File: config.mk
export PLATFORM = sky130hd
export DESIGN_NAME = hdbn_encoder
export DESIGN_NICKNAME = d
export VERILOG_FILES = /design/src/rtl/hdbn_encoder.sv
export SDC_FILE = /design/constraint.sdc
export NUM_CORES = 1
export LEC_CHECK = 0
export ABC_AREA = 1
export BUFFER_PORTS_ARGS = -buffer_cell sky130_fd_sc_hd__buf_4
export CAP_MARGIN = 10
export CORE_ASPECT_RATIO = 1.1
export CORE_MARGIN = 8
export CORE_UTILIZATION = 47
export CTS_BUF_LIST = sky130_fd_sc_hd__clkbuf_16
export DETAILED_ROUTE_END_ITERATION = 8
export PLACE_DENSITY = 0.71
export SKIP_LAST_GASP = 1
export SLEW_MARGIN = 25
export SYNTH_ARGS = -nofsm -noshare
export SYNTH_HDL_FRONTEND = slang
export SYNTH_SLANG_ARGS = --single-unit
File: constraint.sdc
create_clock -name Clk -period 1.1 [get_ports Clk]
set_input_delay 0.22 -clock Clk [delete_from_list [all_inputs] [get_ports Clk]]
set_output_delay 0.22 -clock Clk [all_outputs]
set_load 0.05 [all_outputs]
File: src/rtl/hdbn_encoder.sv
// HDBn line-code encoder: zero-run substitution (B/V), lookahead delay line, AMI polarity.
// Optional V/B substitution counters are enabled by defining HDBN_SUB_CNT_EN.
module hdbn_encoder #(
  parameter int ZRUN = 4,
  parameter int CW   = $clog2(ZRUN + 1)
) (
  input  logic          Clk,
  input  logic          Rst,
  input  logic          Ce,
  input  logic          Data_In,
`ifdef HDBN_SUB_CNT_EN
  input  logic          Cnt_Clr,
  output logic [15:0]   V_Cnt,
  output logic [15:0]   B_Cnt,
`endif
  output logic          Out_Valid,
  output logic [1:0]    Code_Out,
  output logic [1:0]    Pol_Out,
  output logic [CW-1:0] Run_Cnt
);

  if (ZRUN < 3 || ZRUN > 8) begin : g_zrun_bad
    $error("hdbn_encoder: ZRUN must be within 3..8");
  end

  localparam logic [1:0] C_ZERO = 2'b00;
  localparam logic [1:0] C_ONE  = 2'b01;
  localparam logic [1:0] C_B    = 2'b10;
  localparam logic [1:0] C_V    = 2'b11;
  localparam logic [1:0] P_ZERO = 2'b00;
  localparam logic [1:0] P_POS  = 2'b01;
  localparam logic [1:0] P_NEG  = 2'b11;

  logic [1:0]    dly_q [ZRUN];
  logic [1:0]    dly_d [ZRUN];
  logic [CW-1:0] run_q, run_d;
  logic          par_q, par_d;
  logic          last_pos_q, last_pos_d;
  logic          valid_q;
  logic [1:0]    code_q, code_d;
  logic [1:0]    pol_q, pol_d;
  logic [1:0]    oldest_s;

  assign oldest_s = dly_q[ZRUN-1];

  // Input stage: shift the delay line and apply V / lookahead-B substitution.
  always_comb begin
    dly_d = dly_q;
    run_d = run_q;
    par_d = par_q;
    if (Ce) begin
      for (int i = 1; i < ZRUN; i++) begin
        dly_d[i] = dly_q[i-1];
      end
      if (Data_In) begin
        dly_d[0] = C_ONE;
        par_d    = ~par_q;
        run_d    = '0;
      end else if (run_q == CW'(ZRUN - 1)) begin
        // The whole run now sits in the line, so the oldest stage is still a zero.
        dly_d[0] = C_V;
        run_d    = '0;
        par_d    = 1'b0;
        if (!par_q) begin
          dly_d[ZRUN-1] = C_B;
        end else begin
          dly_d[ZRUN-1] = dly_q[ZRUN-2];
        end
      end else begin
        dly_d[0] = C_ZERO;
        run_d    = run_q + CW'(1);
      end
    end else begin
      dly_d = dly_q;
    end
  end

  // Output stage: AMI polarity; V repeats the last mark polarity.
  always_comb begin
    code_d     = code_q;
    pol_d      = pol_q;
    last_pos_d = last_pos_q;
    if (Ce) begin
      code_d = oldest_s;
      case (oldest_s)
        C_ONE, C_B: begin
          pol_d      = last_pos_q ? P_NEG : P_POS;
          last_pos_d = ~last_pos_q;
        end
        C_V:     pol_d = last_pos_q ? P_POS : P_NEG;
        default: pol_d = P_ZERO;
      endcase
    end else begin
      code_d = code_q;
    end
  end

  // State registers.
  always_ff @(posedge Clk) begin
    if (Rst) begin
      for (int i = 0; i < ZRUN; i++) begin
        dly_q[i] <= C_ZERO;
      end
      run_q      <= '0;
      par_q      <= 1'b0;
      last_pos_q <= 1'b0;
      valid_q    <= 1'b0;
      code_q     <= C_ZERO;
      pol_q      <= P_ZERO;
    end else begin
      dly_q      <= dly_d;
      run_q      <= run_d;
      par_q      <= par_d;
      last_pos_q <= last_pos_d;
      valid_q    <= Ce;
      code_q     <= code_d;
      pol_q      <= pol_d;
    end
  end

  assign Out_Valid = valid_q;
  assign Code_Out  = code_q;
  assign Pol_Out   = pol_q;
  assign Run_Cnt   = run_q;

`ifdef HDBN_SUB_CNT_EN
  logic [15:0] v_cnt_q, b_cnt_q;

  // Substitution counters; clear has priority over increment.
  always_ff @(posedge Clk) begin
    if (Rst || Cnt_Clr) begin
      v_cnt_q <= 16'd0;
      b_cnt_q <= 16'd0;
    end else begin
      if (Ce && oldest_s == C_V) begin
        v_cnt_q <= v_cnt_q + 16'd1;
      end else begin
        v_cnt_q <= v_cnt_q;
      end
      if (Ce && oldest_s == C_B) begin
        b_cnt_q <= b_cnt_q + 16'd1;
      end else begin
        b_cnt_q <= b_cnt_q;
      end
    end
  end

  assign V_Cnt = v_cnt_q;
  assign B_Cnt = b_cnt_q;
`endif

endmodule

Word-level counts from Yosys, hierarchy flattened

Cells that the tools add are included.
Widths: inputs -> output; s select.

Bits in registers: 18
Bits in latches: 0
Bits in writable memories: 0
Memory bits (read-only): 0
Input port bits: 4
Logic and storage cells: 33
Memories: 0

$add $sub $neg: 1
Multipliers: 0
Div/mod/pow operators: 0
Magnitude comparators: 0
Equality and inequality tests: 4
Shifts and indexed selects: 0
Multiplexer cells: 12
Bitwise gates (word level): 2
Reductions and logical operators: 4

Operators with widths:

| kind                | count |
|---|---|
| $mux 2              | 7 |
| $mux 3              | 2 |
| $eq 2x2->1 const B  | 2 |
| $pmux 2 s2          | 1 |
| $reduce_and 2->1    | 2 |
| $add 3x1->3 const B | 1 |
| $eq 3x2->1 const B  | 1 |
| $eq 2x1->1 const B  | 1 |
| $mux 1              | 2 |
| $not 1->1           | 2 |
| $reduce_bool 2->1   | 1 |
| $reduce_or 2->1     | 1 |

Depth between registers and ports, before layout

Depth in word-level cells: 3
Depth in mapped cells: 6
Mapped depth without buffers: 6

Worst setup path before layout

OpenSTA, ideal clock, no wires.

Kind: register -> register
Start point: register run_q[0], in the netlist Run_Cnt[0]
End point: register dly_q (netlist bit oldest_s[0])
Setup time: 117 ps
Arrival: 1254 ps
Slack: -270 ps
Cell stages (with the launch flop): 7
Path buffers: 0
Path through: dfxtp_1 ha_1 inv_1 nor2_1 nand3_1 nand2_1 a21oi_1

Cells in the longest elaborated chain, start to end: 3

Ends and longest elaborated chain:

| element                  | line | RTL |
|---|---|---|
| start: declaration       | 36   | `logic [CW-1:0] run_q, run_d;` |
| start signal: assignment | 112  | `run_q <= run_d;` |
| $eq 3x2->1               | 59   | `end else if (run_q == CW'(ZRUN - 1)) begin` |
| $mux 2                   | 59   |  |
| $mux 2                   | 55   | `if (Data_In) begin` |
| end signal: assignment   | 111  | `dly_q <= dly_d;` |
| end: declaration         | 34   | `logic [1:0] dly_q [ZRUN];` |

No other way between the ends.
A chain may end at the register's enable or synchronous reset.

Worst setup path in the final report

Start point: register run_q[1], in the netlist Run_Cnt[1]
End point: register dly_q (netlist bit oldest_s[0])

Same word-level chain as after synthesis.

==> flow_metrics.env <==
export IMPL_status="completed"
export IMPL_drv_slew=0
export IMPL_worst_pin_slew_ns=0.1938
export IMPL_grt_pass1_wl_um=2277
export IMPL_finalHoldViolCount=0
export IMPL_reg2reg_depth=6
export IMPL_finalSetupTns_ns=0
export IMPL_vias_per_cell=4.916
export IMPL_ctsHoldBuffers=0
export IMPL_r2r_setup_slack_ns=0.07
export IMPL_antenna_cells=0
export IMPL_period_share_pct=94.00
export IMPL_skew_ns=0.003770
export IMPL_area_delta_synth_final_pct=23.62
export IMPL_layout_drive_gt1_share_pct=32.35
export IMPL_cts_tree="built"
export IMPL_drtIter0Drc=13
export IMPL_floorplan_initialDensity_pct=49.32
export IMPL_synth_cells=90
export IMPL_ys_warn_count=0
export IMPL_synth_simple_gate_area_share_pct=20.03
export IMPL_critPathMaxStageDelay_ns=0.35
export IMPL_syn_avg_cell_area_um2=8.536
export IMPL_place_hpwl_um=915.8
export IMPL_htreeDepth=1
export IMPL_path_buf_inv=1
export IMPL_grt_pass1_vias=549
export IMPL_setup_viol=0
export IMPL_period_needed_ns=1.034
export IMPL_synth_compound_area_share_pct=14.50
export IMPL_grt_ovfl_total=0
export IMPL_ios=12
export IMPL_synth_top_family_by_area="simple AND/OR/NAND/NOR gates"
export IMPL_die_area_um2=3186
export IMPL_cp_end_kind="register"
export IMPL_netlist_area_um2=768.2
export IMPL_postRouteAntennaNets=0
export IMPL_synth_adder_area_share_pct=4.886
export IMPL_antenna_found_initial=0
export IMPL_powerDensity_nw_per_um2=1722
export IMPL_slowest_stage="dfxtp_4"
export IMPL_routedWlPerCell_um=11.21
export IMPL_core_um2=1558
export IMPL_path_class="register to register"
export IMPL_crit_fanout=3
export IMPL_path_clk_slew_ns=0.05
export IMPL_rsz0062_at_grt="yes"
export IMPL_synth_nets=97
export IMPL_drt_pass1_iter_count=4
export IMPL_num_fill_cells=139
export IMPL_cts_max_path_buffers=2
export IMPL_drv_cap=0
export IMPL_hold_worst_slack_ns=0.2424
export IMPL_io_buffer_count=11
export IMPL_synthXorXnorAreaFrac_pct=1.140
export IMPL_numCtsBuffers=3
export IMPL_drc=0
export IMPL_vias=585
export IMPL_ir_drop_mv=0.9319
export IMPL_cpLargestDelayFamily="flip-flops"
export IMPL_post_synth_mux_area_share_pct=0
export IMPL_worst_path_stages=6
export IMPL_dieWidth_um=54.55
export IMPL_grt_total_usage_pct=9.289
export IMPL_ys_ff_latch=18
export IMPL_start_kind="register"
export IMPL_root_buffer="clkbuf_16"
export IMPL_critPathRequiredTime_ns=1.23
export IMPL_synth_cell_types=22
export IMPL_leakagePower_nw=0.4127
export IMPL_wl_um=1334
export IMPL_rows=15
export IMPL_hold_path_class="input pin to register"
export IMPL_hold_depth=2
export IMPL_nNetsFinal=110
export IMPL_yosysSeqAreaShare_pct=46.91
export IMPL_place_gp_congestion=0.8072
export IMPL_clock_sink_count=18
export IMPL_timing_slew_headroom_pct=87.08
export IMPL_die_h_um=58.41
export IMPL_path_cells="ha_2 > inv_1 > nor2_2 > nand3_1 > nand2_1 > a21oi_1"
export IMPL_grt_max_degree=20
export IMPL_fmax_mhz=967.1
export IMPL_power_mw=1.635
export IMPL_arrival_ns=1.17
export IMPL_clock_latency_ns=0.25
synthesized netlist by cell type:
cell type | number | share of area (%)
a21oi_1 | 10 | 6.5
buf_4 | 1 | 0.98
buf_6 | 3 | 4.4
buf_8 | 1 | 2.0
dfxtp_1 | 18 | 47
ha_1 | 3 | 4.9
inv_1 | 8 | 3.9
inv_2 | 1 | 0.49
inv_4 | 1 | 0.81
nand2_1 | 10 | 4.9
nand2_2 | 1 | 0.81
nand3_1 | 4 | 2.6
nand3_2 | 1 | 1.3
nor2_1 | 13 | 6.4
nor2_2 | 1 | 0.81
nor2_8 | 1 | 2.6
nor3_1 | 1 | 0.65
o211ai_1 | 1 | 0.98
o21ai_0 | 8 | 5.2
o21ai_1 | 1 | 0.65
o21ai_2 | 1 | 1.1
xnor2_1 | 1 | 1.1
registers in the layout (all words and copies together) (netlist names):
| name | flops |
|---|---|
| dly_q | 6 |
| Run_Cnt | 3 |
| Code_Out | 2 |
| Pol_Out | 2 |
| oldest_s | 2 |
| Out_Valid | 1 |
| last_pos_q | 1 |
| par_q | 1 |
cell usage in the layout (no fill, tap or decap), types with 2 or more instances in the layout:
master,netlist,final
a21oi_1,10,10
o21ai_0,8,8
dfxtp_4,0,2
clkbuf_16,0,3
buf_4,1,12
nand3_1,4,4
nand2_1,10,10
inv_1,8,6
dfxtp_2,0,3
dfxtp_1,18,13
nor2_2,1,2
nor2_1,13,12
inv_2,1,3
metal layers:
layer	vias up	share of wire [%]	GRT usage (%)
li1	312	-	-
met1	261	44	10.96
met2	10	50	14.59
met3	2	5.3	3.023
met4	0	0.75	4.225
met5	-	0	0
timing repair:
item	in CTS	in global routing
resized for setup	1	9
buffers inserted	0	1
cloned	0	0
setup endpoints to repair	1	6
pin swaps	0	2
power breakdown:
group	total, mW	internal (mW)	switching, mW
logic	0.207	0.0752	0.132
clock network	0.719	0.483	0.236
registers	0.709	0.689	0.0203
total	1.64	1.25	0.389
worst register-to-register path, delay by kind of cell (launching register included):
kind / cells / cell delay [ns]
flops: 1 / 0.35
simple gates: 3 / 0.29
buf+inv: 1 / 0.05
fa+ha+maj: 1 / 0.18
compound gates: 1 / 0.05
final timing paths:
| kind | startpoint | to |
|---|---|---|
| setup / recovery | Run_Cnt[1] | oldest_s[0] |
| hold / removal | Rst | Pol_Out[1] |
| setup reg to reg | Run_Cnt[1] | oldest_s[0] |
| hold reg to reg | Pol_Out[1] | Pol_Out[1] |
kinds of logic (layout without fill, tap and decap cells):
logic type      count (synthesis)  in the layout
flops                          18             18
compound gates                 21             21
xor+xnor                        1              1
buf+inv                        15             27
simple gates                   32             32
fa+ha+maj                       3              3
stage by stage:
stage	area (um2)	std cells	utilization [%]	setup slack, ns
final	949.7	119	60.96	0.06600
after floorplan	775.7	90	-	0.005535
after CTS	910.9	118	58.47	0.01438
after detailed placement	830.8	114	53.33	0.01501
after global placement	830.8	114	53.33	0.04886
after global routing	949.7	119	60.96	-0.0008150
layout make-up:
class                   instances  area (um2)  area share [%]
flip-flops and latches         18       371.6           39.13
clock buffers                   3       75.07           7.905
multi-input cells              57       336.6           35.44
well taps                      17       21.27           2.240
clock inverters                 1       3.754          0.3953
repair buffers                 13       101.3           10.67
inverters                      10       40.04           4.216
(Power assumes the default switching activity.)
